===== src/rtl/clk_gate_ctrl.sv =====
// clk_gate_ctrl: sequences a shared clock-gate enable for NumReq requesters with wake/drain hysteresis.
// Define CLK_GATE_CTRL_STATS_EN to count DRAIN->OFF gating events on gate_cnt_o (tied to 0 otherwise).
module clk_gate_ctrl #(
  parameter int NumReq     = 4,
  parameter int HystCycles = 8,
  parameter int WakeCycles = 2
) (
  input  logic              clk_i,
  input  logic              rst_ni,
  input  logic [NumReq-1:0] req_i,
  output logic [NumReq-1:0] ack_o,
  input  logic              idle_i,
  input  logic              force_on_i,
  output logic              clk_en_o,
  output logic [1:0]        state_o,
  output logic [15:0]       gate_cnt_o
);
  localparam int MaxCycles = HystCycles > WakeCycles ? HystCycles : WakeCycles;
  localparam int CW = $clog2(MaxCycles + 1);
  typedef enum logic [1:0] {Off = 2'd0, Wake = 2'd1, On = 2'd2, Drain = 2'd3} state_e;
  state_e            state_q, state_d;
  logic [CW-1:0]     cnt_q, cnt_d;
  logic [NumReq-1:0] ack_q, ack_d;
  logic              any_req;
  assign any_req = |req_i | force_on_i;
  always_comb begin
    state_d = state_q;
    cnt_d   = cnt_q;
    case (state_q)
      On: begin
        if (!any_req) begin
          state_d = Drain;
          cnt_d   = CW'(HystCycles - 1);
        end
      end
      Drain: begin
        if (any_req) state_d = On;
        else if (!idle_i) cnt_d = CW'(HystCycles - 1);
        else if (cnt_q == '0) state_d = Off;
        else cnt_d = cnt_q - 1'b1;
      end
      Off: begin
        if (any_req) begin
          state_d = Wake;
          cnt_d   = CW'(WakeCycles - 1);
        end
      end
      Wake: begin
        if (cnt_q == '0) state_d = On;
        else cnt_d = cnt_q - 1'b1;
      end
    endcase
  end
  assign ack_d = req_i & {NumReq{state_q == On}};
  always_ff @(posedge clk_i or negedge rst_ni) begin
    if (!rst_ni) begin
      state_q <= On;
      cnt_q   <= '0;
      ack_q   <= '0;
    end else begin
      state_q <= state_d;
      cnt_q   <= cnt_d;
      ack_q   <= ack_d;
    end
  end
`ifdef CLK_GATE_CTRL_STATS_EN
  logic [15:0] gate_cnt_q, gate_cnt_d;
  assign gate_cnt_d = (state_q == Drain && state_d == Off && gate_cnt_q != 16'hFFFF) ?
                      gate_cnt_q + 16'd1 : gate_cnt_q;
  always_ff @(posedge clk_i or negedge rst_ni) begin
    if (!rst_ni) gate_cnt_q <= '0;
    else gate_cnt_q <= gate_cnt_d;
  end
  assign gate_cnt_o = gate_cnt_q;
`else
  assign gate_cnt_o = '0;
`endif
  assign clk_en_o = state_q != Off;
  assign state_o  = state_q;
  assign ack_o    = ack_q;
endmodule


===== config.mk =====
export PLATFORM = sky130hd
export DESIGN_NAME = clk_gate_ctrl
export DESIGN_NICKNAME = d
export VERILOG_FILES = /design/src/rtl/clk_gate_ctrl.sv
export SDC_FILE = /design/constraint.sdc
export NUM_CORES = 1
export LEC_CHECK = 0
export ABC_AREA = 0
export BUFFER_PORTS_ARGS = -buffer_cell sky130_fd_sc_hd__buf_2
export CAP_MARGIN = 20
export CORE_AREA = 8 8 55 57
export CTS_CLUSTER_DIAMETER = 50
export DETAILED_ROUTE_END_ITERATION = 16
export DIE_AREA = 0 0 63 65
export PLACE_DENSITY = 0.64
export REMOVE_ABC_BUFFERS = 1
export SLEW_MARGIN = 20
export SYNTH_ARGS = -nofsm -noshare
export SYNTH_HDL_FRONTEND = slang
export SYNTH_SLANG_ARGS = --single-unit

===== constraint.sdc =====
create_clock -name clk_i -period 4.6 [get_ports clk_i]
set_input_delay 0.23 -clock clk_i [delete_from_list [all_inputs] [get_ports clk_i]]
set_output_delay 0.23 -clock clk_i [all_outputs]
set_load 0.005 [all_outputs]

==> results.md <==
* DR iter-0 viols at 18
* Crit path to: cnt_q[1]
* Worst hold-check path type: in -> reg
* Avg Inst Size Synth at 9.31 µm²
* Final WL at 1.74 mm
* Routed Antenna Nets at 0
* Most frequent cells in the layout: 16 x conb_1, 14 x buf_2, 9 x dfrtp_1
* RePlAce Congestion at 0.855
* Synthesis warning total at 0
* Tcrit/Tclk final at 38.7%
* Fin cells at 124
* Final setup violating endpoints at 0
* Max Clock Skew at 5.09 ps
* I/O pins at 31
* Via Count at 629
* Post-synthesis compound-gate area fraction at 21.8%
* Post-synthesis mux area share at 0%
* Initial Utilization at 34.2%
* Post-CTS setup buffer count at 0
* IO Port Bufs at 14
* XOR/XNOR share of the synthesized area at 1.19%
* First-pass GRT wire length at 2.88 mm
* Max-cap violations at 0
* Drt drc at 0
* Achievable Freq at 562 MHz
* Width of the die at 63 µm
* Seq/Total Area, Yosys at 34.2%
* # fillers at 233
* CTS Sinks at 10
* Setup TNS at 0 ps
* Pre-Repair DR Iteration Count at 4
* Critical R2R Capture: cnt_q[1]
* Adder-Cell Fraction of Synth Area at 1.70%
* Root buffer cell: clkbuf_4
* Least-Margin Pin Slew at 607 ps
* Unrepaired setup endpoints after global routing: no
* Row cnt at 17
* Post-DR vias/cell at 5.07
* Critical path arrival at 1940 ps
* Number of stages on the worst setup path at 6
* Total GRT Usage at 8.64%
* Top delay family on crit path: simple AND/OR/NAND/NOR gates
* Maximum vdd ir drop at 144 µV
* Initial antenna violation count at 0
* Cell total after placement at 119
* Pwr dens at 346 nW/µm²
* Mapped cell area at 736 µm²
* Critical Path Slowest Stage Cell: dfrtp_1
* Total core area at 2150 µm²
* H-tree depth at 1
* Commonest non-fill, non-tap cell in the layout: conb_1
* CTS tree: yes
* CP peak stage delay at 430 ps
* Overflow after GRT at 0
* Critical Path Start: cnt_q[0]
* Critical path type: reg -> reg
* FF-to-FF setup slack at 2820 ps
* Fin nets at 106
* Max FO, Critical Path at 5
* Routed wire per std cell at 14.0 µm
* Die Area at 4100 µm²
* Crit-path cells: inv_1, ha_1, nor3b_1, and2_1, a221oi_2, o211a_1
* CTS max path bufs at 2
* Leak at 0.377 nW
* Area Growth Syn to Fin at 11.4%
* Distinct cells, synth at 38
* Crit start category: flop
* Clock transition at path regs at 70 ps
* Cell count of the worst reg-to-reg path at 6
* Status: complete, no violations
* Largest family of logic cells by synthesized area: compound AO/OA/AOI/OAI gates
* Syn Inst Count at 79
* Final Hold Fails at 0
* Number of diodes at 0
* Vias in the first global route at 660
* Die Ht at 65 µm
* Final Slew Violations at 0
* Kind of end point of the critical path: flop
* Crit path time final at 1780 ps
* CP bufs+invs at 1
* Worst R2R Start: cnt_q[0]
* Req. time, crit path at 4760 ps
* Share of layout cells above drive strength 1 at 27.1%
* Slew headroom at 59.2%
* Synth Register Bits at 10
* Simple-Gate Fraction of Synth Area at 21.8%
* Dpl hpwl at 1.34 mm
* CTS Buf Count at 3
* Pin count of the biggest net entering global routing at 16
* Clock Latency Late Sink at 270 ps
==> worst min-delay path by stage <==
| stage | startpoint | to | slack (ps) | depth (start not counted) |
|---|---|---|---|---|
| 2_1_floorplan | rst_ni | ack_o[0] | -70 | 0 |
| 5_1_grt | req_i[1] | ack_o[1] | 230 | 2 |
| 6_report | req_i[2] | ack_o[2] | 220 | 2 |
| 4_1_cts | req_i[2] | ack_o[2] | 210 | 2 |
| 3_5_place_dp | rst_ni | cnt_q[2] | 110 | 1 |
| 3_3_place_gp | rst_ni | cnt_q[2] | 110 | 1 |
==> final cells by class <==
cell class / count / area [µm²] / area share [%]
Clock buffer: 4 / 36.3 / 4.43
Timing Repair Buffer: 15 / 80.1 / 9.77
Tap cell: 28 / 35.0 / 4.27
Sequential cell: 10 / 251 / 30.7
Multi-Input combinational cell: 63 / 402 / 49.0
Inverter: 4 / 15.0 / 1.83
==> layer usage <==
| layer | wire (µm) | GRT usage, % |
|---|---|---|
| met1 | 712 | 8.73 |
| met4 | 43 | 7.41 |
| met3 | 154 | 4.12 |
| met5 | 0 | 0 |
| met2 | 826 | 13.3 |
==> power breakdown <==
part,internal [mW],total (mW),switching [mW]
registers,0.104,0.125,0.0201
logic,0.0387,0.0769,0.0382
clock network,0.0481,0.0822,0.0341
==> worst reg2reg max path, cell delays in order, from the launching register on <==
cell and delay [ps]:
dfrtp_1 430, inv_1 90, ha_1 220, nor3b_1 380
and2_1 250, a221oi_2 80, o211a_1 220
==> synth_stat cells <==
| library cell | n | area [µm²] |
|---|---|---|
| and2_1 | 5 | 31.3 |
| nand2_2 | 1 | 6.26 |
| nor3b_1 | 1 | 7.51 |
| nand2b_1 | 1 | 6.26 |
| a211o_1 | 1 | 8.76 |
| a22oi_1 | 1 | 7.51 |
| a32oi_1 | 1 | 8.76 |
| o211ai_1 | 1 | 7.51 |
| a21o_1 | 2 | 15.0 |
| or3_1 | 2 | 12.5 |
| dfstp_2 | 1 | 26.3 |
| ha_1 | 1 | 12.5 |
| buf_4 | 16 | 120 |
| a41o_1 | 1 | 10.0 |
| and4b_1 | 1 | 10.0 |
| nor4_1 | 1 | 6.26 |
| dfrtp_1 | 9 | 225 |
| nand2_1 | 2 | 7.51 |
| nor2b_1 | 1 | 6.26 |
| a21bo_1 | 1 | 10.0 |
| o21ai_1 | 1 | 5.00 |
| nor4_2 | 1 | 12.5 |
| inv_1 | 4 | 15.0 |
| o211a_1 | 1 | 10.0 |
| nand3_1 | 3 | 15.0 |
| a22oi_2 | 1 | 12.5 |
| nor3_1 | 3 | 15.0 |
| a31oi_1 | 1 | 6.26 |
| conb_1 | 1 | 3.75 |
| a21boi_0 | 1 | 7.51 |
| o22a_1 | 1 | 8.76 |
| a221oi_2 | 1 | 15.0 |
| o31ai_1 | 1 | 7.51 |
| a21oi_1 | 4 | 20.0 |
| xnor2_1 | 1 | 8.76 |
| clkbuf_1 | 1 | 3.75 |
| or2_2 | 2 | 12.5 |
| or4_4 | 1 | 11.3 |
==> sequential cells by signal, summed over array words and instances (netlist names) <==
signal / count
ack_o: 4
cnt_q: 4
state_o: 2
==> repair_timing <==
| item | 4_1_cts | 5_1_grt |
|---|---|---|
| hold endpoints to repair | 9 | 0 |
| hold buffers | 1 | 0 |
| setup endpoints to repair | 0 | 0 |
| gates resized for setup | 0 | 0 |
==> per-stage QoR <==
stage	total power, mW	hold slack, ps	area (µm²)	worst slack (ps)	utilization (%)
2_1_floorplan	0.175	-65.6	668	3010	-
3_3_place_gp	0.196	109	773	2920	36.0
3_5_place_dp	0.201	109	773	2860	36.0
4_1_cts	0.285	209	820	2830	38.1
5_1_grt	0.302	226	820	2690	38.1
6_report	0.284	225	820	2820	38.1
==> cells by family (layout without fill, tap and decap cells) <==
family / after synthesis / count (layout)
AOI/OAI and AO/OA: 20 / 20
xor gates and xnor gates: 1 / 1
buffers and inverters: 21 / 23
adders and majority gates: 1 / 1
other: 1 / 16
DFF: 10 / 10
and+or+nand+nor: 25 / 25
Power figures use the tool's default switching activity.
